## config.mk

```make
export PLATFORM = sky130hd
export DESIGN_NAME = rs_issue_sched
export DESIGN_NICKNAME = d
export VERILOG_FILES = /design/src/rtl/rs_issue_sched.sv
export SDC_FILE = /design/constraint.sdc
export NUM_CORES = 1
export LEC_CHECK = 0
export ABC_AREA = 1
export ABC_CLOCK_PERIOD_IN_PS = 7500
export BUFFER_PORTS_ARGS = -buffer_cell sky130_fd_sc_hd__buf_2
export CAP_MARGIN = 20
export CORE_ASPECT_RATIO = 1.25
export CORE_MARGIN = 8
export CORE_UTILIZATION = 45
export CTS_CLUSTER_DIAMETER = 60
export DETAILED_ROUTE_END_ITERATION = 6
export GPL_ROUTABILITY_DRIVEN = 0
export PLACE_DENSITY = 0.6
export SLEW_MARGIN = 20
export SYNTH_ARGS = -nofsm -noshare
export SYNTH_HDL_FRONTEND = slang
export SYNTH_SLANG_ARGS = --single-unit
export TNS_END_PERCENT = 10
```

## constraint.sdc

```tcl
create_clock -name clk -period 7.5 [get_ports clk]
set_input_delay 1.125 -clock clk [delete_from_list [all_inputs] [get_ports clk]]
set_output_delay 1.125 -clock clk [all_outputs]
set_load 0.005 [all_outputs]
```

## src/rtl/rs_issue_sched.sv

```systemverilog
// rs_issue_sched: 8-entry reservation station with tag wakeup, oldest-ready select and registered issue.
// Build option: define ISSUE_SCHED_OLDEST_EN for age-key select; otherwise the lowest-index READY entry issues.
module rs_issue_sched #(
  parameter int RRF_SEL = 6,
  parameter int ENTLEN  = 3
) (
  input  logic               clk,
  input  logic               reset_x,
  input  logic               flush,
  input  logic               rrf_wrap,
  input  logic               dp_req0,
  input  logic               dp_req1,
  input  logic [RRF_SEL-1:0] dp_tag0,
  input  logic [RRF_SEL-1:0] dp_tag1,
  input  logic [RRF_SEL-1:0] dp_s1tag0,
  input  logic [RRF_SEL-1:0] dp_s1tag1,
  input  logic [RRF_SEL-1:0] dp_s2tag0,
  input  logic [RRF_SEL-1:0] dp_s2tag1,
  input  logic               dp_s1rdy0,
  input  logic               dp_s1rdy1,
  input  logic               dp_s2rdy0,
  input  logic               dp_s2rdy1,
  output logic               alloc_ok,
  input  logic               wk_en0,
  input  logic               wk_en1,
  input  logic [RRF_SEL-1:0] wk_tag0,
  input  logic [RRF_SEL-1:0] wk_tag1,
  output logic               issue_valid,
  output logic [ENTLEN-1:0]  issue_ent,
  output logic [RRF_SEL-1:0] issue_tag,
  input  logic               issue_ack,
  output logic [3:0]         busy_cnt
);
  localparam int NENT   = 8;
  localparam int VALLEN = RRF_SEL + 2;

  typedef enum logic [1:0] {ST_FREE, ST_WAIT, ST_READY, ST_ISSUED} ent_state_e;

  ent_state_e         state_q [NENT];
  ent_state_e         state_d [NENT];
  logic [RRF_SEL-1:0] tag_q   [NENT];
  logic [RRF_SEL-1:0] tag_d   [NENT];
  logic [RRF_SEL-1:0] s1tag_q [NENT];
  logic [RRF_SEL-1:0] s1tag_d [NENT];
  logic [RRF_SEL-1:0] s2tag_q [NENT];
  logic [RRF_SEL-1:0] s2tag_d [NENT];
  logic               s1rdy_q [NENT];
  logic               s1rdy_d [NENT];
  logic               s2rdy_q [NENT];
  logic               s2rdy_d [NENT];
`ifdef ISSUE_SCHED_OLDEST_EN
  logic               sortbit_q [NENT];
  logic               sortbit_d [NENT];
`else
  logic               unused_rrf_wrap;
  assign unused_rrf_wrap = rrf_wrap;
`endif

  logic               issue_valid_q, issue_valid_d;
  logic [ENTLEN-1:0]  issue_ent_q, issue_ent_d;
  logic [RRF_SEL-1:0] issue_tag_q, issue_tag_d;

  function automatic logic wake_hit(input logic [RRF_SEL-1:0] t,
                                    input logic en0, input logic [RRF_SEL-1:0] t0,
                                    input logic en1, input logic [RRF_SEL-1:0] t1);
    return (en0 && (t0 == t)) || (en1 && (t1 == t));
  endfunction

  // Occupancy and free-entry search use registered state only, so a freed entry waits a cycle.
  logic [3:0]        busy;
  logic              found0, found1;
  logic [ENTLEN-1:0] free0_idx, free1_idx;

  always_comb begin
    busy      = '0;
    found0    = 1'b0;
    found1    = 1'b0;
    free0_idx = '0;
    free1_idx = '0;
    for (int i = 0; i < NENT; i++) begin
      if (state_q[i] != ST_FREE) begin
        busy = busy + 4'd1;
      end else if (!found0) begin
        found0    = 1'b1;
        free0_idx = ENTLEN'(i);
      end else if (!found1) begin
        found1    = 1'b1;
        free1_idx = ENTLEN'(i);
      end
    end
  end

  assign busy_cnt = busy;
  assign alloc_ok = (busy <= 4'(NENT - 2));

  // Comparator tree: leaves hold per-entry keys, ties resolve toward the lower index.
  logic [VALLEN-1:0] key_l0 [8];
  logic [ENTLEN-1:0] idx_l0 [8];
  logic [VALLEN-1:0] key_l1 [4];
  logic [ENTLEN-1:0] idx_l1 [4];
  logic [VALLEN-1:0] key_l2 [2];
  logic [ENTLEN-1:0] idx_l2 [2];
  logic [VALLEN-1:0] win_key;
  logic [ENTLEN-1:0] win_idx;
  logic              win_valid;

  genvar gi;
  for (gi = 0; gi < NENT; gi++) begin : g_leaf
    logic cand;
    assign cand = (state_q[gi] == ST_READY);
`ifdef ISSUE_SCHED_OLDEST_EN
    assign key_l0[gi] = cand ? {1'b0, sortbit_q[gi], tag_q[gi]} : '1;
`else
    assign key_l0[gi] = cand ? '0 : '1;
`endif
    assign idx_l0[gi] = ENTLEN'(gi);
  end

  for (gi = 0; gi < 4; gi++) begin : g_l1
    logic take_left;
    assign take_left  = key_l0[2*gi] <= key_l0[2*gi+1];
    assign key_l1[gi] = take_left ? key_l0[2*gi] : key_l0[2*gi+1];
    assign idx_l1[gi] = take_left ? idx_l0[2*gi] : idx_l0[2*gi+1];
  end

  for (gi = 0; gi < 2; gi++) begin : g_l2
    logic take_left;
    assign take_left  = key_l1[2*gi] <= key_l1[2*gi+1];
    assign key_l2[gi] = take_left ? key_l1[2*gi] : key_l1[2*gi+1];
    assign idx_l2[gi] = take_left ? idx_l1[2*gi] : idx_l1[2*gi+1];
  end

  assign win_key   = (key_l2[0] <= key_l2[1]) ? key_l2[0] : key_l2[1];
  assign win_idx   = (key_l2[0] <= key_l2[1]) ? idx_l2[0] : idx_l2[1];
  assign win_valid = ~win_key[VALLEN-1];

  logic              ack_fire, load;
  logic [ENTLEN-1:0] d0_idx, d1_idx;
  logic              d0_s1rdy, d0_s2rdy, d1_s1rdy, d1_s2rdy;

  assign ack_fire = issue_valid_q && issue_ack;
  assign load     = win_valid && (!issue_valid_q || issue_ack);
  assign d0_idx   = free0_idx;
  assign d1_idx   = dp_req0 ? free1_idx : free0_idx;
  assign d0_s1rdy = dp_s1rdy0 | wake_hit(dp_s1tag0, wk_en0, wk_tag0, wk_en1, wk_tag1);
  assign d0_s2rdy = dp_s2rdy0 | wake_hit(dp_s2tag0, wk_en0, wk_tag0, wk_en1, wk_tag1);
  assign d1_s1rdy = dp_s1rdy1 | wake_hit(dp_s1tag1, wk_en0, wk_tag0, wk_en1, wk_tag1);
  assign d1_s2rdy = dp_s2rdy1 | wake_hit(dp_s2tag1, wk_en0, wk_tag0, wk_en1, wk_tag1);

  always_comb begin
    for (int i = 0; i < NENT; i++) begin
      state_d[i] = state_q[i];
      tag_d[i]   = tag_q[i];
      s1tag_d[i] = s1tag_q[i];
      s2tag_d[i] = s2tag_q[i];
      s1rdy_d[i] = s1rdy_q[i];
      s2rdy_d[i] = s2rdy_q[i];
`ifdef ISSUE_SCHED_OLDEST_EN
      sortbit_d[i] = sortbit_q[i];
`endif
    end
    issue_valid_d = issue_valid_q;
    issue_ent_d   = issue_ent_q;
    issue_tag_d   = issue_tag_q;

    for (int i = 0; i < NENT; i++) begin
      if (state_q[i] == ST_WAIT) begin
        s1rdy_d[i] = s1rdy_q[i] | wake_hit(s1tag_q[i], wk_en0, wk_tag0, wk_en1, wk_tag1);
        s2rdy_d[i] = s2rdy_q[i] | wake_hit(s2tag_q[i], wk_en0, wk_tag0, wk_en1, wk_tag1);
        if (s1rdy_d[i] && s2rdy_d[i]) state_d[i] = ST_READY;
      end
`ifdef ISSUE_SCHED_OLDEST_EN
      if (rrf_wrap && (state_q[i] != ST_FREE)) sortbit_d[i] = 1'b0;
`endif
    end

    if (ack_fire) state_d[issue_ent_q] = ST_FREE;

    if (load) begin
      state_d[win_idx] = ST_ISSUED;
      issue_valid_d    = 1'b1;
      issue_ent_d      = win_idx;
      issue_tag_d      = tag_q[win_idx];
    end else if (ack_fire) begin
      issue_valid_d = 1'b0;
    end

    // Dispatch targets entries that were FREE before this edge, never the ones above.
    if (alloc_ok && dp_req0) begin
      state_d[d0_idx] = (d0_s1rdy && d0_s2rdy) ? ST_READY : ST_WAIT;
      tag_d[d0_idx]   = dp_tag0;
      s1tag_d[d0_idx] = dp_s1tag0;
      s2tag_d[d0_idx] = dp_s2tag0;
      s1rdy_d[d0_idx] = d0_s1rdy;
      s2rdy_d[d0_idx] = d0_s2rdy;
`ifdef ISSUE_SCHED_OLDEST_EN
      sortbit_d[d0_idx] = 1'b1;
`endif
    end
    if (alloc_ok && dp_req1) begin
      state_d[d1_idx] = (d1_s1rdy && d1_s2rdy) ? ST_READY : ST_WAIT;
      tag_d[d1_idx]   = dp_tag1;
      s1tag_d[d1_idx] = dp_s1tag1;
      s2tag_d[d1_idx] = dp_s2tag1;
      s1rdy_d[d1_idx] = d1_s1rdy;
      s2rdy_d[d1_idx] = d1_s2rdy;
`ifdef ISSUE_SCHED_OLDEST_EN
      sortbit_d[d1_idx] = 1'b1;
`endif
    end

    if (flush) begin
      for (int i = 0; i < NENT; i++) begin
        state_d[i] = ST_FREE;
`ifdef ISSUE_SCHED_OLDEST_EN
        sortbit_d[i] = 1'b0;
`endif
      end
      issue_valid_d = 1'b0;
    end
  end

  always_ff @(posedge clk or negedge reset_x) begin
    if (!reset_x) begin
      for (int i = 0; i < NENT; i++) begin
        state_q[i] <= ST_FREE;
        tag_q[i]   <= '0;
        s1tag_q[i] <= '0;
        s2tag_q[i] <= '0;
        s1rdy_q[i] <= 1'b0;
        s2rdy_q[i] <= 1'b0;
`ifdef ISSUE_SCHED_OLDEST_EN
        sortbit_q[i] <= 1'b0;
`endif
      end
      issue_valid_q <= 1'b0;
      issue_ent_q   <= '0;
      issue_tag_q   <= '0;
    end else begin
      for (int i = 0; i < NENT; i++) begin
        state_q[i] <= state_d[i];
        tag_q[i]   <= tag_d[i];
        s1tag_q[i] <= s1tag_d[i];
        s2tag_q[i] <= s2tag_d[i];
        s1rdy_q[i] <= s1rdy_d[i];
        s2rdy_q[i] <= s2rdy_d[i];
`ifdef ISSUE_SCHED_OLDEST_EN
        sortbit_q[i] <= sortbit_d[i];
`endif
      end
      issue_valid_q <= issue_valid_d;
      issue_ent_q   <= issue_ent_d;
      issue_tag_q   <= issue_tag_d;
    end
  end

  assign issue_valid = issue_valid_q;
  assign issue_ent   = issue_ent_q;
  assign issue_tag   = issue_tag_q;

endmodule

```

After elaboration in Yosys (flattened, before gate mapping)
Cells that the tools add are included.

word-level totals
  logic and storage cells = 413
  bits in latches = 0
  input port bits = 61
  output and inout port bits = 15
  memories = 0
  memory bits (writable) = 0
  register bits = 186
  ROM bits = 0

cells by class
  divide/modulo/power cells = 0
  mux-type cells = 166
  $add $sub $neg = 7
  eq/ne operators = 56
  magnitude comparators = 16
  shift operators = 0
  multiply operators = 0
  reductions and logical operators = 89
  bitwise logic cells = 28

operators with widths
  operator               number
  $bwmux W48             6
  $mux W48               6
  $eq A6 B6 Y1           40
  $mux W8                19
  $mux W3                32
  $mux W16               5
  $logic_and A1 B1 Y1    58
  $le A8 B8 Y1           7
  $mux W1                48
  $mux W2                24
  $demux W6 S3           2
  $bwmux W16             2
  $bwmux W8              4
  $add A4 B1 Y4 const B  7
  $mux W4                7
  $demux W2 S3           4
  $mux W6                4
  $logic_or A1 B1 Y1     21
  $or A1 B1 Y1           20
  $bmux W6 S3            1
  $and A16 B16 Y16       1
  $eq A2 B1 Y1 const B   8
  $eq A2 B2 Y1 const B   8
  $ge A4 B4 Y1 const B   4
  other kinds (10)       24

Depth between registers and ports, before layout
  word-level depth = 30
  gate-level depth with buffers = 31
  depth with buffers taken out = 31

Worst setup path after synthesis
No wires, ideal clock.

  path kind = reg2out
  from = register state_q[12] (netlist name)
  to = output alloc_ok
  buffers on the path = 0
  path slack = 2.568 ns
  cell stages (with the launch flop) = 25
  data required time = 6.375 ns
  data arrival time = 3.807 ns
  cells stage by stage = dfrtp_1 > nor2_1 > inv_1 > ha_1 > inv_1 > nand2_1 > nand2_1 > ha_1 > nand2_1 > nand2_1 > ha_1 > nand2_1 > nand2_1 > ha_1 > nand2_1 > nand2_1 > ha_1 > nand2_1 > nand2_1 > ha_1 > nor2_1 > a31oi_1 > nand3_4 > inv_1 > nor2_1

between the ends
  longest elaborated chain between the ends = 15

ends and longest elaborated chain
  what                              RTL line  text
  start: declaration                39        ent_state_e state_q [NENT];
  start signal: indexed assignment  241       state_q[i] <= state_d[i];
  $reduce_bool A2 Y1 (*)            81        if (state_q[i] != ST_FREE) begin
  $mux W4 (*)                       81
  $add A4 B1 Y4                     82        busy = busy + 4'd1;
  $mux W4 (*)                       81
  $add A4 B1 Y4                     82
  $mux W4 (*)                       81
  $add A4 B1 Y4                     82
  $mux W4 (*)                       81
  $add A4 B1 Y4                     82
  $mux W4 (*)                       81
  $add A4 B1 Y4                     82
  $mux W4 (*)                       81
  $add A4 B1 Y4                     82
  $mux W4 (*)                       81
  named net busy_cnt[1]             32        output logic [3:0] busy_cnt
  $le A4 B3 Y1 (*)                  94        assign alloc_ok = (busy <= 4'(NENT - 2));
  end: declaration                  23        output logic alloc_ok,

Mark *: on every way through the listed nets, which the timed path passes. The rest lies on a longest branch.

Final worst setup path
  from = register state_q[12] (netlist name)
  to = output alloc_ok

between the ends
  longest elaborated chain between the ends = 15

ends and longest elaborated chain
  what                    RTL line
  $reduce_bool A2 Y1 (*)  81
  $mux W4 (*)             81
  $add A4 B1 Y4           82
  $mux W4 (*)             81
  $add A4 B1 Y4           82
  $mux W4 (*)             81
  $add A4 B1 Y4           82
  $mux W4 (*)             81
  $add A4 B1 Y4           82
  $mux W4 (*)             81
  $add A4 B1 Y4           82
  $mux W4 (*)             81
  $add A4 B1 Y4           82
  $mux W4 (*)             81
  $le A4 B3 Y1 (*)        94

Mark *: on every way between the ends. The rest lies on a longest branch, timed or not.

==> results_dict.tcl <==
set metrics [dict create \
    synth_async_sr_flop_share_pct 100 \
    clockBufferDepth 2 \
    vias 15457 \
    whs_endpoint "issue_tag[3]$_DFFE_PN0P_" \
    period_minus_slack_ns 6.02 \
    antenna_found_initial 1 \
    r2r_cells 27 \
    cts_repair_resize_count 0 \
    pin_count 76 \
    synthDistinctLibCells 52 \
    clkPwrFrac_pct 13.7 \
    overflow 0 \
    portBuffers 74 \
    hold_depth 2 \
    critical-path-top-delay-family "adder cells" \
    avgSynthCellArea_um2 6.57 \
    num_rows 72 \
    htree_num_levels 4 \
    dieHeight_um 214 \
    grt_pass1_vias 14678 \
    cts.sinks 186 \
    powerDensity_mw_per_mm2 448 \
    ant_nets 0 \
    nFillCells 3182 \
    worstSetupPathType "reg -> out" \
    start_util_pct 45.5 \
    grt.total_usage_pct 30.4 \
    area_growth_pct 5.94 \
    cpMostUsedCell "nand2_1" \
    fin_skew_ns 0.00860 \
    drt_iter0_markers 1866 \
    holdBufCountCts 0 \
    synth_edf_count 0 \
    crit_path_max_incr_delay_ns 0.41 \
    yosys_warnings 0 \
    wirelength_um 57600 \
    hold_path_class "reg -> reg" \
    end_kind "primary output" \
    die_area_mm2 0.0372 \
    yosysTopAreaCell "dfrtp_1" \
    ys.flop_type "dfrtp_1" \
    p_leak_nw 7.04 \
    path_buf_inv 4 \
    syn_inst 2141 \
    core_mm2 0.0309 \
    clock_latency_ns 0.45 \
    register_area_mm2 0.00465 \
    num-nets-final 2168 \
    switching_share_pct 51.3 \
    wl_per_cell_um 22.9 \
    crit_path_start_kind "register" \
    rsz0062_at_grt "false" \
    post-cts-setup-buffers 0 \
    fp.dieW_um 174 \
    path_clk_slew_ns 0.08 \
    layout_common_cells "nand2_1, nor2_1, o21ai_0" \
    worstPathRequired_ns 6.38 \
    antenna_cells 0 \
    r2r_start "state_q[12]$_DFF_PN0_" \
    max_freq_mhz 166 \
    ys_seq_area_share_pct 33.1 \
    numCtsBuffers 17 \
    grt_max_degree 68 \
    ctsRootBufferMaster "clkbuf_16" \
    intPower_w 0.00325 \
    firstDrtPassIters 5 \
    cts_tree "built" \
    grt_pass1_wl_um 87500 \
    power_frac_comb_pct 58.1 \
    slowest_stage "dfrtp_1" \
    cp_num_cells 25 \
    synth_top_area_share_pct 33.1 \
    multi_input_area_mm2 0.00797 \
    cp_data_arrival_time_ns 4.90 \
    pwr-share-seq_pct 28.2 \
    route.detailed.drc 0 \
    syn_area_mm2 0.0141 \
    vias_per_cell 6.14 \
    crit_path_max_fanout 7 \
    report.final.hold_viol_count 0 \
    p_sw_w 0.00342 \
    setup_slack_ns 1.48 \
    ys_ff_latch 186 \
    hp-start "issue_tag[3]$_DFFE_PN0P_" \
    syn-num-nets 2212 \
    drv_cap 0 \
    rrSetupSlack_ns 1.86 \
    place_ws_ns 1.86 \
    synth_area_leaders "dfrtp_1, nand2_1, o21ai_0" \
    tightestPinTransition_ns 1.11 \
    r2r_end "s2tag_q[40]$_DFF_PN0_" \
    status "completed" \
    ir_drop_mv 0.216 \
    final-setup-viol-count 0 \
    finalSetupTns_ns 0 \
    final_common_cell "nand2_1" \
    slew-limit-headroom_pct 25.5 \
    period_share_pct 80.3 \
    slew_violations 0 \
    drive_gt1_share_pct 7.87 \
    place_hpwl_um 37300 \
]
## kinds of logic (layout without fill, tap and decap cells)
| logic type | Yosys count | count (layout) | share of synthesized area [%] |
|---|---|---|---|
| buf+inv | 346 | 314 | 10.3 |
| fa+ha+maj | 10 | 10 | 0.890 |
| xor+xnor | 47 | 47 | 2.93 |
| flops | 186 | 186 | 33.1 |
| compound gates | 549 | 549 | 22.4 |
| simple gates | 1003 | 1003 | 30.4 |
## power by group through the flow
stage	combinational [W]	sequential (W)	clock (W)
floorplan	0.00287	0.00176	0
global placement	0.00372	0.00186	0
detailed placement	0.00381	0.00187	0
CTS	0.00382	0.00186	0.000923
global route	0.00435	0.00193	0.000959
finish	0.00388	0.00188	0.000917
## final cells by class
class                           instances  share of cell area (%)
Tap cell                              407                    3.42
Sequential cell                       186                    31.3
Inverter                              200                    5.04
Clock buffer                           20                    3.00
Multi-Input combinational cell       1609                    53.5
Clock inverter                         11                   0.773
Timing Repair Buffer                   83                    3.00
## tightest hold or removal path, stage by stage (launching register included)
cell and delay (ns):
dfrtp_1 0.34, nand2_1 0.05, nand2_1 0.05
## cells in the mapped netlist (24+ instances only)
library cell	instances
o21ai_1	119
a21oi_1	49
dfrtp_1	186
buf_2	32
a221oi_1	25
inv_1	175
nand4_1	24
nor2_1	259
o21ai_0	203
nand2_1	547
nand3_1	86
xor2_1	27
o22ai_1	84
clkbuf_1	83
## layer usage
metal / up-vias / GRT usage [%] / part of all wire, %
met5: - / 0 / 0.030
met4: 2 / 16.5 / 5.0
met3: 214 / 5.06 / 9.3
met2: 938 / 50.4 / 47
met1: 7266 / 37.5 / 39
li1: 7037 / - / -
## stage by stage
| stage | hold slack (ns) | util (%) | total power (W) | cell area, µm² | cells |
|---|---|---|---|---|---|
| floorplan | 0.473 | - | 0.00464 | 14100 | 2141 |
| global placement | 0.461 | 46.4 | 0.00558 | 14300 | 2485 |
| detailed placement | 0.463 | 46.4 | 0.00568 | 14300 | 2485 |
| CTS | 0.482 | 48.2 | 0.00661 | 14900 | 2516 |
| global route | 0.505 | 48.2 | 0.00724 | 14900 | 2516 |
| finish | 0.477 | 48.2 | 0.00667 | 14900 | 2516 |
## state kept, by name, indices dropped and copies added, names as in the netlist
signal,cells
issue_tag,6
s2rdy_q,8
issue_ent,3
issue_valid,1
s1rdy_q,8
state_q,16
s2tag_q,48
tag_q,48
s1tag_q,48
## worst max path at each step
stage,from,endpoint,slack [ns]
6_report,state_q[12]$_DFF_PN0_,alloc_ok,1.48
4_1_cts,state_q[15]$_DFF_PN0_,alloc_ok,1.40
2_1_floorplan,state_q[12]$_DFF_PN0_,alloc_ok,2.57
3_5_place_dp,state_q[15]$_DFF_PN0_,s2tag_q[37]$_DFF_PN0_,1.86
3_3_place_gp,state_q[12]$_DFF_PN0_,s2tag_q[41]$_DFF_PN0_,1.98
5_1_grt,state_q[15]$_DFF_PN0_,alloc_ok,0.96
(Power assumes the default switching activity.)
